[src/rtl/if_stream_packer_if.sv]
// Bundle of the pixel-input and FIFO-write signals around the IF stream packer.
// The master side is the pixel source / FIFO model and the slave side is the packer.
interface if_stream_packer_if #(
    parameter int DATA_WIDTH = 16,
    parameter int PAR_WRITE  = 16
);
    logic                             px_valid;
    logic [DATA_WIDTH-3:0]            px_data;
    logic                             px_last;
    logic                             frame_last;
    logic                             px_ready;
    logic [DATA_WIDTH*PAR_WRITE-1:0]  dout;
    logic                             wen;
    logic                             full;
    logic                             busy;
    logic                             frame_done;

    modport master (
        output px_valid, px_data, px_last, frame_last, full,
        input  px_ready, dout, wen, busy, frame_done
    );

    modport slave (
        input  px_valid, px_data, px_last, frame_last, full,
        output px_ready, dout, wen, busy, frame_done
    );
endinterface

[src/rtl/if_stream_packer.sv]
// Transmit-side packer for the input-feature-map FIFO. Tags each pixel with a
// row-start and a row-end bit, collects PAR_WRITE tagged words into a burst,
// zero-pads a burst cut short by the end of a frame, and writes the burst to
// the FIFO parallel port once the FIFO is not full.
module if_stream_packer #(
    parameter int DATA_WIDTH = 16,
    parameter int PAR_WRITE  = 16,
    parameter int IDX_WIDTH  = (PAR_WRITE > 1) ? $clog2(PAR_WRITE) : 1
) (
    input  logic               clk,
    input  logic               rst,
    input  logic               clr,
    if_stream_packer_if.slave  bus
);

    typedef enum logic [1:0] {
        FILL = 2'd0,
        PAD  = 2'd1,
        SEND = 2'd2
    } state_t;

    localparam logic [IDX_WIDTH-1:0] LAST_IDX = IDX_WIDTH'(PAR_WRITE - 1);
    localparam logic [IDX_WIDTH-1:0] IDX_ONE  = IDX_WIDTH'(1);

    state_t                               state_r;
    state_t                               state_nx;
    logic [IDX_WIDTH-1:0]                 idx_r;
    logic [IDX_WIDTH-1:0]                 idx_nx;
    logic                                 row_start_r;
    logic                                 frame_pending_r;
    logic                                 frame_done_r;
    logic [PAR_WRITE-1:0][DATA_WIDTH-1:0] slot_r;

    logic                                 take_s;
    logic                                 wen_s;
    logic                                 px_ready_s;
    logic                                 end_tag_s;

    // A frame end always closes the current row, even without px_last.
    assign end_tag_s = bus.px_last | bus.frame_last;

    // State and slot-index register; rst is asynchronous, clr is its synchronous twin.
    always_ff @(posedge clk or posedge rst) begin
        if (rst) begin
            state_r <= FILL;
            idx_r   <= '0;
        end else if (clr) begin
            state_r <= FILL;
            idx_r   <= '0;
        end else begin
            state_r <= state_nx;
            idx_r   <= idx_nx;
        end
    end

    // Next-state, slot index and handshake decode.
    always_comb begin
        state_nx   = state_r;
        idx_nx     = idx_r;
        px_ready_s = 1'b0;
        wen_s      = 1'b0;
        take_s     = 1'b0;
        case (state_r)
            FILL: begin
                px_ready_s = 1'b1;
                if (bus.px_valid) begin
                    take_s = 1'b1;
                    if (idx_r == LAST_IDX) begin
                        state_nx = SEND;
                        idx_nx   = '0;
                    end else if (bus.frame_last) begin
                        // idx keeps pointing at the first empty slot for PAD
                        state_nx = PAD;
                        idx_nx   = idx_r + IDX_ONE;
                    end else begin
                        idx_nx   = idx_r + IDX_ONE;
                    end
                end else begin
                    state_nx = FILL;
                end
            end
            PAD: begin
                state_nx = SEND;
                idx_nx   = '0;
            end
            SEND: begin
                if (!bus.full) begin
                    wen_s    = 1'b1;
                    state_nx = FILL;
                end else begin
                    state_nx = SEND;
                end
            end
            default: begin
                state_nx = FILL;
                idx_nx   = '0;
            end
        endcase
    end

    // Burst slots, row/frame tracking flags and the frame_done pulse.
    always_ff @(posedge clk or posedge rst) begin
        if (rst) begin
            slot_r          <= '0;
            row_start_r     <= 1'b1;
            frame_pending_r <= 1'b0;
            frame_done_r    <= 1'b0;
        end else if (clr) begin
            slot_r          <= '0;
            row_start_r     <= 1'b1;
            frame_pending_r <= 1'b0;
            frame_done_r    <= 1'b0;
        end else begin
            frame_done_r <= wen_s & frame_pending_r;
            if (take_s) begin
                slot_r[idx_r] <= {row_start_r, end_tag_s, bus.px_data};
                row_start_r   <= end_tag_s;
                if (bus.frame_last) begin
                    frame_pending_r <= 1'b1;
                end
            end else if (state_r == PAD) begin
                // Clear stale words of the previous burst above the last pixel
                for (int i = 0; i < PAR_WRITE; i++) begin
                    if (IDX_WIDTH'(i) >= idx_r) begin
                        slot_r[i] <= '0;
                    end
                end
            end else if (wen_s && frame_pending_r) begin
                frame_pending_r <= 1'b0;
                row_start_r     <= 1'b1;
            end
        end
    end

    assign bus.px_ready   = px_ready_s;
    assign bus.wen        = wen_s;
    assign bus.dout       = slot_r;
    assign bus.busy       = (state_r != FILL) || (idx_r != '0);
    assign bus.frame_done = frame_done_r;

endmodule

[src/flat_wrapper.sv]
// flat-port wrapper written by rule: the top's interface ports become plain ports
module if_stream_packer_flat 
#(
    parameter int DATA_WIDTH = 16,
    parameter int PAR_WRITE  = 16,
    parameter int IDX_WIDTH  = (PAR_WRITE > 1) ? $clog2(PAR_WRITE) : 1
)
  (clk, rst, clr, bus_px_valid, bus_px_data, bus_px_last, bus_frame_last, bus_full, bus_px_ready, bus_dout, bus_wen, bus_busy, bus_frame_done);
  if_stream_packer_if #(.DATA_WIDTH(DATA_WIDTH), .PAR_WRITE(PAR_WRITE)) bus_i ();
  input  logic clk;
  input  logic rst;
  input  logic clr;
  input wire logic [$bits(bus_i.px_valid)-1:0] bus_px_valid;
  input wire logic [$bits(bus_i.px_data)-1:0] bus_px_data;
  input wire logic [$bits(bus_i.px_last)-1:0] bus_px_last;
  input wire logic [$bits(bus_i.frame_last)-1:0] bus_frame_last;
  input wire logic [$bits(bus_i.full)-1:0] bus_full;
  output wire logic [$bits(bus_i.px_ready)-1:0] bus_px_ready;
  output wire logic [$bits(bus_i.dout)-1:0] bus_dout;
  output wire logic [$bits(bus_i.wen)-1:0] bus_wen;
  output wire logic [$bits(bus_i.busy)-1:0] bus_busy;
  output wire logic [$bits(bus_i.frame_done)-1:0] bus_frame_done;
  assign bus_i.px_valid = bus_px_valid;
  assign bus_i.px_data = bus_px_data;
  assign bus_i.px_last = bus_px_last;
  assign bus_i.frame_last = bus_frame_last;
  assign bus_i.full = bus_full;
  assign bus_px_ready = bus_i.px_ready;
  assign bus_dout = bus_i.dout;
  assign bus_wen = bus_i.wen;
  assign bus_busy = bus_i.busy;
  assign bus_frame_done = bus_i.frame_done;
  if_stream_packer #(.DATA_WIDTH(DATA_WIDTH), .PAR_WRITE(PAR_WRITE), .IDX_WIDTH(IDX_WIDTH)) u_core (.clk(clk), .rst(rst), .clr(clr), .bus(bus_i));
endmodule
[config.mk]
export PLATFORM = sky130hd
export DESIGN_NAME = if_stream_packer_flat
export DESIGN_NICKNAME = d
export VERILOG_FILES = /design/src/rtl/if_stream_packer_if.sv /design/src/rtl/if_stream_packer.sv /design/src/flat_wrapper.sv
export SDC_FILE = /design/constraint.sdc
export NUM_CORES = 1
export LEC_CHECK = 0
export ABC_AREA = 1
export BUFFER_PORTS_ARGS = -buffer_cell sky130_fd_sc_hd__buf_2
export CORE_MARGIN = 8
export CORE_UTILIZATION = 48
export DETAILED_ROUTE_END_ITERATION = 6
export PLACE_DENSITY = 0.87
export RECOVER_POWER = 100
export SYNTH_ARGS = -nofsm -noshare
export SYNTH_HDL_FRONTEND = slang
export SYNTH_SLANG_ARGS = --single-unit
[constraint.sdc]
create_clock -name clk -period 9.1 [get_ports clk]
set_clock_uncertainty 0.1 [all_clocks]
set_input_delay 1.82 -clock clk [delete_from_list [all_inputs] [get_ports clk]]
set_output_delay 1.82 -clock clk [all_outputs]
set_load 0.02 [all_outputs]
==> metrics.txt <==
dpl cells 1791; Post-Syn Area 11010 um^2; most common cell in the netlist nand2_1; CORE AREA 22570 um^2; Worst Tran Pin Value 3.842 ns; Die Y 167.5 um; failing checks max-capacitance violations, max-slew violations; Final Hold Fails 0; RSZ-0062 raised after global routing no; worst skew pair latency 0.53 ns; Final period util 0.6171; Ys Warns 0; crit path launch type input pin; DR pass1 iterations 5; pin count of the biggest net entering global routing 72; RR Startpoint u_core.state_r[0]$_DFFE_PP0P_; P&R area growth vs syn 16.37%; Req. time, crit path 8.75 ns; peak supply drop 0.1082 mV; outcome finished, violations left; initial antenna violation count 0; final worst path period need 5.616 ns; initial DRC count 964; Hold-fix buffers, CTS 0; asr flop ratio synth 1.000; die area 28040 um^2; TritonCTS clock tree yes; GR Util met3 0.07877; Yosys reg bits 265; share of layout cells above drive strength 1 0.04955; dpl hpwl 23850 um; vias in the first global route 9701; via/cell ratio 5.183; clock-pin transition on the worst setup and hold timing paths 0.06 ns; first-pass GRT wire length 54060 um; final hold slack 0.3670 ns; number of inserted diodes 0; crit path max fanout 71; wire per inst 19.17 um; Cells after Synth 1275; maxcap violations 16; crit path from rst; LEAKAGE 7.248 nW; Power Density 201.1 nW/um^2; nets 1560; postcts setup bufs 0; io pins 281; Starting Density 0.4878; Cell Count, Final, Fillers Out 1839; Antenna Nets Post-Route 0; gpl congestion 0.9127; Design Power 0.002576 W; Synth cell types 28; Pins Over Slew Limit 366; vias 9531; Synth Net Count 1301; routed wire length 35250 um; Num CTS Buffers 26; clk sink count 265; Setup CP Type input pin to async pin; Die W 167.5 um; CTS-repair resized insts 0; Max-slew headroom -1.561; setup violation total in the final timing report 0; Syn Area/Cell 8.636 um^2; most frequent cells after synthesis 819 x nand2_1, 264 x dfrtp_1, 44 x inv_1, 20 x nor2_4, 18 x buf_4; endpoint class of the critical path async pin; H-tree depth 1; port bufs 280; setup_tns 0 ns; GR Layer Usage met2 0.3940; dominant cell type by area after synthesis dfrtp_1; grt met1 use 0.2964; clock root cell clkbuf_16; hold path startpoint u_core.bus.dout[75]$_DFFE_PP0P_; maximum clock insertion buffer count 3; GRT Residual Overflow 0; Residual DRC 0; Rows 55; min-delay worst type register to register; sequential area share after synthesis 0.6024; Peak Freq 178.1 MHz; global route hottest layer met2; ys flop type dfrtp_1; synth top area cells dfrtp_1 60%, nand2_1 28%, nor2_4 2.0%; Finished Core Util 0.5677; critical path arrival 5.26 ns; Total GRT Usage 0.2439; Synth top area share 0.6000; EDFF count, synth 0
critical path, stage by stage:
cell	delay, ns
buf_2	0.10
clkinvlp_2	0.53
clkbuf_1	2.74
registers in the layout, summed over array words and instances (netlist names):
| signal | cells |
|---|---|
| u_core.row_start_r | 1 |
| u_core.bus.dout | 256 |
| u_core.idx_r | 4 |
| u_core.state_r | 2 |
| u_core.bus.frame_done | 1 |
| u_core.frame_pending_r | 1 |
final timing paths:
kind / endpoint / slack (ns) / cells after the start
max in group clk: bus_busy / 4.33 / 6
min: u_core.bus.dout[75]$_DFFE_PP0P_ / 0.37 / 2
min reg2reg: u_core.bus.dout[75]$_DFFE_PP0P_ / 0.37 / 2
min in group asynchronous: u_core.bus.dout[209]$_DFFE_PP0P_ / 1.32 / 2
max: u_core.bus.dout[167]$_DFFE_PP0P_ / 3.48 / 3
max reg2reg: u_core.bus.dout[202]$_DFFE_PP0P_ / 5.90 / 5
layout by cell type, fill, tap and decap left out, drive strengths merged:
master	instances
nand2	828
clkbuf	299
dfrtp	264
nor3	2
ha	5
bufinv	6
clkinv	7
nand4	3
inv	44
o21a	1
dfstp	1
nor2	38
o21ai	5
nand3b	1
buf	21
nand3	21
clkinvlp	2
a21oi	5
a31oi	1
kinds of logic (layout without fill, tap and decap cells):
logic type / Yosys count / in the layout / share of synthesized area
flip-flops: 265 / 265 / 0.6024
buffers and inverters: 100 / 379 / 0.05205
AND/OR/NAND/NOR: 893 / 893 / 0.3331
adder cells (fa/ha/maj): 5 / 5 / 0.005682
AO/OA/AOI/OAI: 12 / 12 / 0.006819
final cells by class:
type,count,area [um^2]
fill,2062,9758
clock inverter,13,215.2
tap,285,356.6
timing repair buffer,285,1101
multi-input combinational,910,3587
sequential,265,6633
clock buffer,35,745.7
inverter,46,175.2
per-layer routing:
layer,share of wire,vias up
met5,0,-
met4,0.048,0
met3,0.10,104
met2,0.46,526
met1,0.40,4548
li1,-,4353
metrics by stage:
| stage | worst slack (ns) | cell area, um^2 |
|---|---|---|
| floorplan | 3.683 | 11010 |
| global placement | 4.829 | 12410 |
| detailed placement | 4.753 | 12410 |
| CTS | 4.717 | 13370 |
| global route | 2.703 | 12810 |
| finish | 3.484 | 12810 |
where the power goes:
| group | internal, W | switching [W] |
|---|---|---|
| Sequential | 0.00119 | 0.00000964 |
| Combinational | 0.0000269 | 0.000148 |
| Clock | 0.000743 | 0.000458 |
Note: power is estimated with default switching activity, not from simulation.
